$ cat config.mk
export PLATFORM = sky130hd
export DESIGN_NAME = mul_22b_12b_int
export DESIGN_NICKNAME = d
export VERILOG_FILES = /design/src/rtl/mpc_arith_pkg.sv /design/src/rtl/mul_acc_step.sv /design/src/rtl/mul_22b_12b_int.sv
export SDC_FILE = /design/constraint.sdc
export NUM_CORES = 1
export LEC_CHECK = 0
export CAP_MARGIN = 20
export CORE_ASPECT_RATIO = 0.8
export CORE_MARGIN = 8
export CORE_UTILIZATION = 40
export CTS_CLUSTER_SIZE = 28
export DETAILED_ROUTE_END_ITERATION = 16
export GPL_TIMING_DRIVEN = 0
export MAX_ROUTING_LAYER = met4
export SLEW_MARGIN = 20
export SYNTH_ARGS = -nofsm -noshare
export SYNTH_HDL_FRONTEND = slang
export SYNTH_SLANG_ARGS = --single-unit
export TNS_END_PERCENT = 50
$ cat constraint.sdc
create_clock -name clk -period 3.1 [get_ports clk]
set_input_delay 0.62 -clock clk [delete_from_list [all_inputs] [get_ports clk]]
set_output_delay 0.62 -clock clk [all_outputs]
set_load 0.02 [all_outputs]
$ cat src/rtl/mpc_arith_pkg.sv
// -----------------------------------------------------------------------------
// mpc_arith_pkg
//   Constants shared by the MPC-II arithmetic unit: the 22b/12b divider and its
//   inverse, the 22b x 12b shift-add multiplier.
//
// Configuration macro: MUL_ADDEND_EN
//   defined   -> multiplier adds a 12-bit addend; one extra cycle (NCYC=13)
//   undefined -> plain multiply (NCYC=12)
// -----------------------------------------------------------------------------
package mpc_arith_pkg;

  localparam int ZW = 22;  // multiplicand / quotient width
  localparam int DW = 12;  // multiplier / divisor / remainder width
  localparam int PW = 34;  // product / dividend width
  localparam int CW = 5;   // cycle counter width

`ifdef MUL_ADDEND_EN
  localparam logic [CW-1:0] MUL_NCYC = 5'd13;
  localparam logic [CW-1:0] MUL_NA   = 5'd1;
`else
  localparam logic [CW-1:0] MUL_NCYC = 5'd12;
  localparam logic [CW-1:0] MUL_NA   = 5'd0;
`endif

  // Multiplier phase, decoded from the cycle counter.
  typedef enum logic [1:0] {
    ST_IDLE = 2'd0,
    ST_MUL  = 2'd1,
    ST_ADD  = 2'd2
  } mul_state_e;

  function automatic mul_state_e mul_decode(input logic [CW-1:0] cnt);
    if (cnt == '0)          return ST_IDLE;
    else if (cnt > MUL_NA)  return ST_MUL;
    else                    return ST_ADD;
  endfunction

endpackage

$ cat src/rtl/mul_acc_step.sv
// -----------------------------------------------------------------------------
// mul_acc_step
//   One shift-add multiplier step. The low 12 bits of the product register
//   hold the not-yet-consumed multiplier bits; bit 0 decides whether the
//   multiplicand is added into the upper 22 bits. The 23-bit sum and the
//   remaining multiplier bits are then shifted right by one.
//
// Ports:
//   i_pr       [33:0] current product register
//   i_ar       [21:0] multiplicand
//   o_pr_next  [33:0] product register after this step
// -----------------------------------------------------------------------------
module mul_acc_step
  import mpc_arith_pkg::*;
(
  input  logic [PW-1:0] i_pr,
  input  logic [ZW-1:0] i_ar,
  output logic [PW-1:0] o_pr_next
);

  logic [ZW:0] w_addend;
  logic [ZW:0] w_sum;

  always_comb begin
    w_addend  = i_pr[0] ? {1'b0, i_ar} : '0;
    w_sum     = {1'b0, i_pr[PW-1:DW]} + w_addend;
    o_pr_next = {w_sum, i_pr[DW-1:1]};
  end

endmodule

$ cat src/rtl/mul_22b_12b_int.sv
// -----------------------------------------------------------------------------
// mul_22b_12b_int
//   Sequential shift-add multiplier, p = a * b (+ c). One multiplier bit per
//   clock, LSB first. Inverse of the 22b/12b divider: quotient, divisor and
//   remainder in, original dividend out.
//
// Configuration macro: MUL_ADDEND_EN (adds port c and a final ADD cycle).
//
// Ports:
//   clk     in       clock, rising edge
//   rst     in       asynchronous reset, active low
//   a       in  22   multiplicand, sampled with startp
//   b       in  12   multiplier, sampled with startp
//   c       in  12   addend, sampled with startp (MUL_ADDEND_EN only)
//   startp  in       start pulse; restarts an operation already in flight
//   p       out 34   product; holds until next startp
//   busy    out      operation in progress
//   done    out      one-cycle pulse when p is valid
//
// State table (decoded from down-counter r_i):
//   ST_IDLE | r_i == 0        : waiting, p holds last result
//   ST_MUL  | r_i >  MUL_NA   : one shift-add step per cycle
//   ST_ADD  | r_i == 1        : add addend (MUL_ADDEND_EN only)
// -----------------------------------------------------------------------------
module mul_22b_12b_int
  import mpc_arith_pkg::*;
(
  input  logic          clk,
  input  logic          rst,
  input  logic [ZW-1:0] a,
  input  logic [DW-1:0] b,
`ifdef MUL_ADDEND_EN
  input  logic [DW-1:0] c,
`endif
  input  logic          startp,
  output logic [PW-1:0] p,
  output logic          busy,
  output logic          done
);

  logic [CW-1:0] r_i;
  logic [ZW-1:0] r_ar;
  logic [PW-1:0] r_pr;
  logic          r_done;

  logic [CW-1:0] w_i_nxt;
  logic [ZW-1:0] w_ar_nxt;
  logic [PW-1:0] w_pr_nxt;
  logic          w_done_nxt;
  logic [PW-1:0] w_pr_step;
  mul_state_e    w_state;

`ifdef MUL_ADDEND_EN
  logic [DW-1:0] r_cr;
  logic [DW-1:0] w_cr_nxt;
`endif

  mul_acc_step u_step (
    .i_pr      (r_pr),
    .i_ar      (r_ar),
    .o_pr_next (w_pr_step)
  );

  // State register
  always_ff @(posedge clk or negedge rst) begin
    if (!rst) begin
      r_i    <= '0;
      r_ar   <= '0;
      r_pr   <= '0;
      r_done <= 1'b0;
`ifdef MUL_ADDEND_EN
      r_cr   <= '0;
`endif
    end else begin
      r_i    <= w_i_nxt;
      r_ar   <= w_ar_nxt;
      r_pr   <= w_pr_nxt;
      r_done <= w_done_nxt;
`ifdef MUL_ADDEND_EN
      r_cr   <= w_cr_nxt;
`endif
    end
  end

  // Next-state logic; startp always wins, including over a finishing cycle.
  always_comb begin
    w_state    = mul_decode(r_i);
    w_i_nxt    = r_i;
    w_ar_nxt   = r_ar;
    w_pr_nxt   = r_pr;
`ifdef MUL_ADDEND_EN
    w_cr_nxt   = r_cr;
`endif
    if (startp) begin
      w_i_nxt  = MUL_NCYC;
      w_ar_nxt = a;
      w_pr_nxt = {{ZW{1'b0}}, b};
`ifdef MUL_ADDEND_EN
      w_cr_nxt = c;
`endif
    end else begin
      case (w_state)
        ST_MUL: begin
          w_pr_nxt = w_pr_step;
          w_i_nxt  = r_i - 5'd1;
        end
`ifdef MUL_ADDEND_EN
        ST_ADD: begin
          w_pr_nxt = r_pr + {{ZW{1'b0}}, r_cr};
          w_i_nxt  = r_i - 5'd1;
        end
`endif
        default: ;
      endcase
    end
    // done marks the 1 -> 0 transition of the counter, unless restarted.
    w_done_nxt = !startp && (r_i == 5'd1);
  end

  // Outputs
  always_comb begin
    p    = r_pr;
    busy = (r_i != '0);
    done = r_done;
  end

endmodule

==> impl_metrics.csv <==
group,metric,value,unit
hold_path,hold_class,"primary input to asynchronous set/reset pin",
placed_design,portBuffers,72,
critical_path,crit_fanout,19,
yosys,async_flop_share,100,%
run,maxCapViolations,0,
finish,drive_above_1_share,12.3,%
placed_design,gp_congestion,0.893,
placed_design,numPlacedInstances,555,
clocking,ctsLongestPathBuffers,2,
timing,setup_viol,0,
yosys,synth_area,0.00365,mm2
drt,vias,2955,
critical_path,crit_start,"r_i[0]",
yosys,syn_inst,367,
yosys,yosys_most_used_dff,"dfrtp_1",
drt,drt_iter0_markers,140,
critical_path,worstSetupStartpointType,"flip-flop",
clocking,cts_sinks,62,
clocking,cts_tree,"built",
floorplan,die_w,123,um
grt,antenna_found_initial,0,
floorplan,io_pins,73,
grt,grt_pass1_wl,15.3,mm
yosys,synth_seq_cells,62,
timing,hold_viol,0,
drt,vias_per_cell,5.18,
power_and_ir_drop,combPwrFrac,27.5,%
grt,overflow,0,
floorplan,start_util,40.7,%
timing,drv_slew,0,
critical_path,r2r_cells,11,
critical_path,reg2reg_setup_slack,170,ps
finish,diodes,0,
clocking,cts_hold_buf,0,
finish,stdcell_area,0.00492,mm2
finish,syn_to_final_growth,34.8,%
power_and_ir_drop,internal_power,2.10,mW
floorplan,dieArea,0.0124,mm2
yosys,synth-edff-count,0,
drt,wl_per_cell,16.2,um
critical_path,r2r-end,"p[32]",
clocking,cts_inserted_buffers,9,
clocking,clk_pin_slew,60,ps
finish,fin_cells,570,
placed_design,hpwl,6.80,mm
power_and_ir_drop,pwr-share-seq,33.4,%
drt,drc,0,
floorplan,core_area,0.00896,mm2
grt,grt_pass1_vias,3020,
clocking,clk_latency,330,ps
timing,tns,0,ps
critical_path,endpoint_kind,"primary output",
power_and_ir_drop,fin_total_pwr,2.99,mW
timing,finalCritPeriodShare,95.2,%
timing,slew_headroom,57.2,%
clocking,root_buffer,"clkbuf_16",
critical_path,cp.required,2480,ps
power_and_ir_drop,switchingPower,895,uW
power_and_ir_drop,power.leakage,2.14,nW
yosys,synth_nets,430,
grt,grt_usage,15.9,%
timing,fin_skew,4.70,ps
critical_path,worstReg2RegStart,"p[0]",
timing,hold_ws,170,ps
timing,fmax,339,MHz
power_and_ir_drop,p_per_area,609,mW/mm2
drt,drtPass1Iterations,4,
floorplan,die_h,101,um
drt,ant_nets,0,
drt,wirelength,9.25,mm
critical_path,critPathSlowestCell,"clkdlybuf4s50_1",
finish,fin_nets,513,
timing,rsz0062_at_grt,"yes",
critical_path,slowest_delay,690,ps
clocking,h-tree-depth,3,
critical_path,crit_chain,"inv_1 -> ha_1 -> and2_1 -> inv_2 -> clkdlybuf4s50_1",
timing,fin_crit,2950,ps
placed_design,place_area,0.00454,mm2
yosys,ys_warn_count,0,
power_and_ir_drop,clockPowerShare,39.1,%
yosys,seq_area_frac_synth,42.5,%
power_and_ir_drop,p_sw_share,29.9,%
critical_path,setup.worst_path.class,"flip-flop to primary output",
critical_path,crit_arrival,2330,ps
timing,tightest_slew,641,ps
status,status,"completed",
yosys,syn_avg_cell_area,9.94,um2
yosys,synth_cell_types,49,
power_and_ir_drop,ir_drop,0.256,mV
grt,grt_max_degree,45,
floorplan,rows,31,
==> worst max-delay path, delay by kind of cell (launching register included) <==
kind                       cells  cell delay [ps]
and+or+nand+nor                1              270
adders and majority gates      1              230
DFF                            1              370
buffers and inverters          3             1140
==> cells in the mapped netlist, types with 4 or more instances <==
library cell  instances  area share [%]
nand3_1               4            0.55
xor2_1                6             1.4
buf_1                 4            0.41
nor2_1               17             1.7
clkbuf_1             11             1.1
o21bai_1              5             1.0
o21ai_0               4            0.55
nor3_1                4            0.55
nand2_1              45             4.6
dfrtp_1              62              43
a211oi_1              7             1.4
o31ai_1               6             1.2
o21ai_1              16             2.2
mux2_2               17             5.2
a21oi_1              33             4.5
or3_1                 5            0.86
inv_1                 8            0.82
mux2_1                5             1.5
and2_1               23             3.9
a21o_1                6             1.2
ha_1                 25             8.6
xnor2_1              10             2.4
mux2i_1              12             3.3
==> cell type report <==
type,count,area (um2)
Fill cell,794,4040
Sequential cell,62,1550
Multi-Input combinational cell,279,2020
Clock inverter,7,121
Clock buffer,9,225
Inverter,9,33.8
Timing Repair Buffer,74,753
Buffer,15,70.1
Tap cell,115,144
==> cells by family (layout without fill, tap and decap cells) <==
family	Yosys count	in the layout	share of synthesized area, %
and+or+nand+nor	112	112	15.1
AOI/OAI and AO/OA	91	91	16.5
DFF	62	62	42.5
muxes	34	34	10.1
adders and majority gates	26	26	9.13
buffers and inverters	26	114	2.74
xor gates and xnor gates	16	16	3.84
==> layer usage <==
| layer | global-route usage, % | wire length, um | up-vias |
|---|---|---|---|
| met5 | - | 0 | - |
| met4 | 4.21 | 74 | 0 |
| met3 | 3.90 | 513 | 8 |
| met2 | 23.8 | 4210 | 69 |
| met1 | 21.1 | 4450 | 1406 |
| li1 | - | - | 1472 |
==> worst max path at each step <==
stage          endpoint  slack (ps)  cells past startpoint
6_report           busy         150                      5
5_1_grt            busy         -20                      5
4_1_cts           p[32]          20                     11
3_5_place_dp      p[33]        -300                     12
3_3_place_gp       p[5]        -730                      1
2_1_floorplan     p[33]         170                     12
==> power by group through the flow <==
stage	combinational [mW]	clock, mW	sequential (mW)
2_1_floorplan	0.430	0	1.07
3_3_place_gp	0.803	0	1.01
3_5_place_dp	0.815	0	1.01
4_1_cts	0.828	1.19	1.00
5_1_grt	0.910	1.22	1.02
6_report	0.823	1.17	1.00
==> repair_timing <==
| item | 4_1_cts | 5_1_grt |
|---|---|---|
| pin swaps | 2 | 3 |
| gates resized for setup | 7 | 6 |
| setup buffers | 1 | 0 |
| setup endpoints to repair | 6 | 9 |
==> cell usage in the layout, fill, tap and decap left out, types with 5 or more instances in the layout <==
master,netlist,final
and2_1,23,23
xor2_1,6,6
xnor2_1,10,10
nor2_1,17,17
a211oi_1,7,7
ha_1,25,25
o31ai_1,6,6
clkbuf_16,0,9
clkdlybuf4s50_1,0,71
or3_1,5,5
o21ai_1,16,15
mux2_2,17,17
clkbuf_1,11,8
inv_1,8,8
a21oi_1,33,32
mux2i_1,12,12
nand2_1,45,45
mux2_1,5,5
a21o_1,6,6
dfrtp_1,62,61
==> registers in the layout, summed over array words and instances (netlist names) <==
signal,count
done,1
r_ar,22
p,34
r_i,5
==> stage by stage <==
step | utilization, % | setup WS (ps)
CTS | 54.7 | 16.2
detailed placement | 50.6 | -305
global placement | 50.4 | -729
global route | 54.9 | -16.7
floorplan | - | 170
finish | 54.9 | 150
No activity file was read; power rests on OpenSTA's default activity.
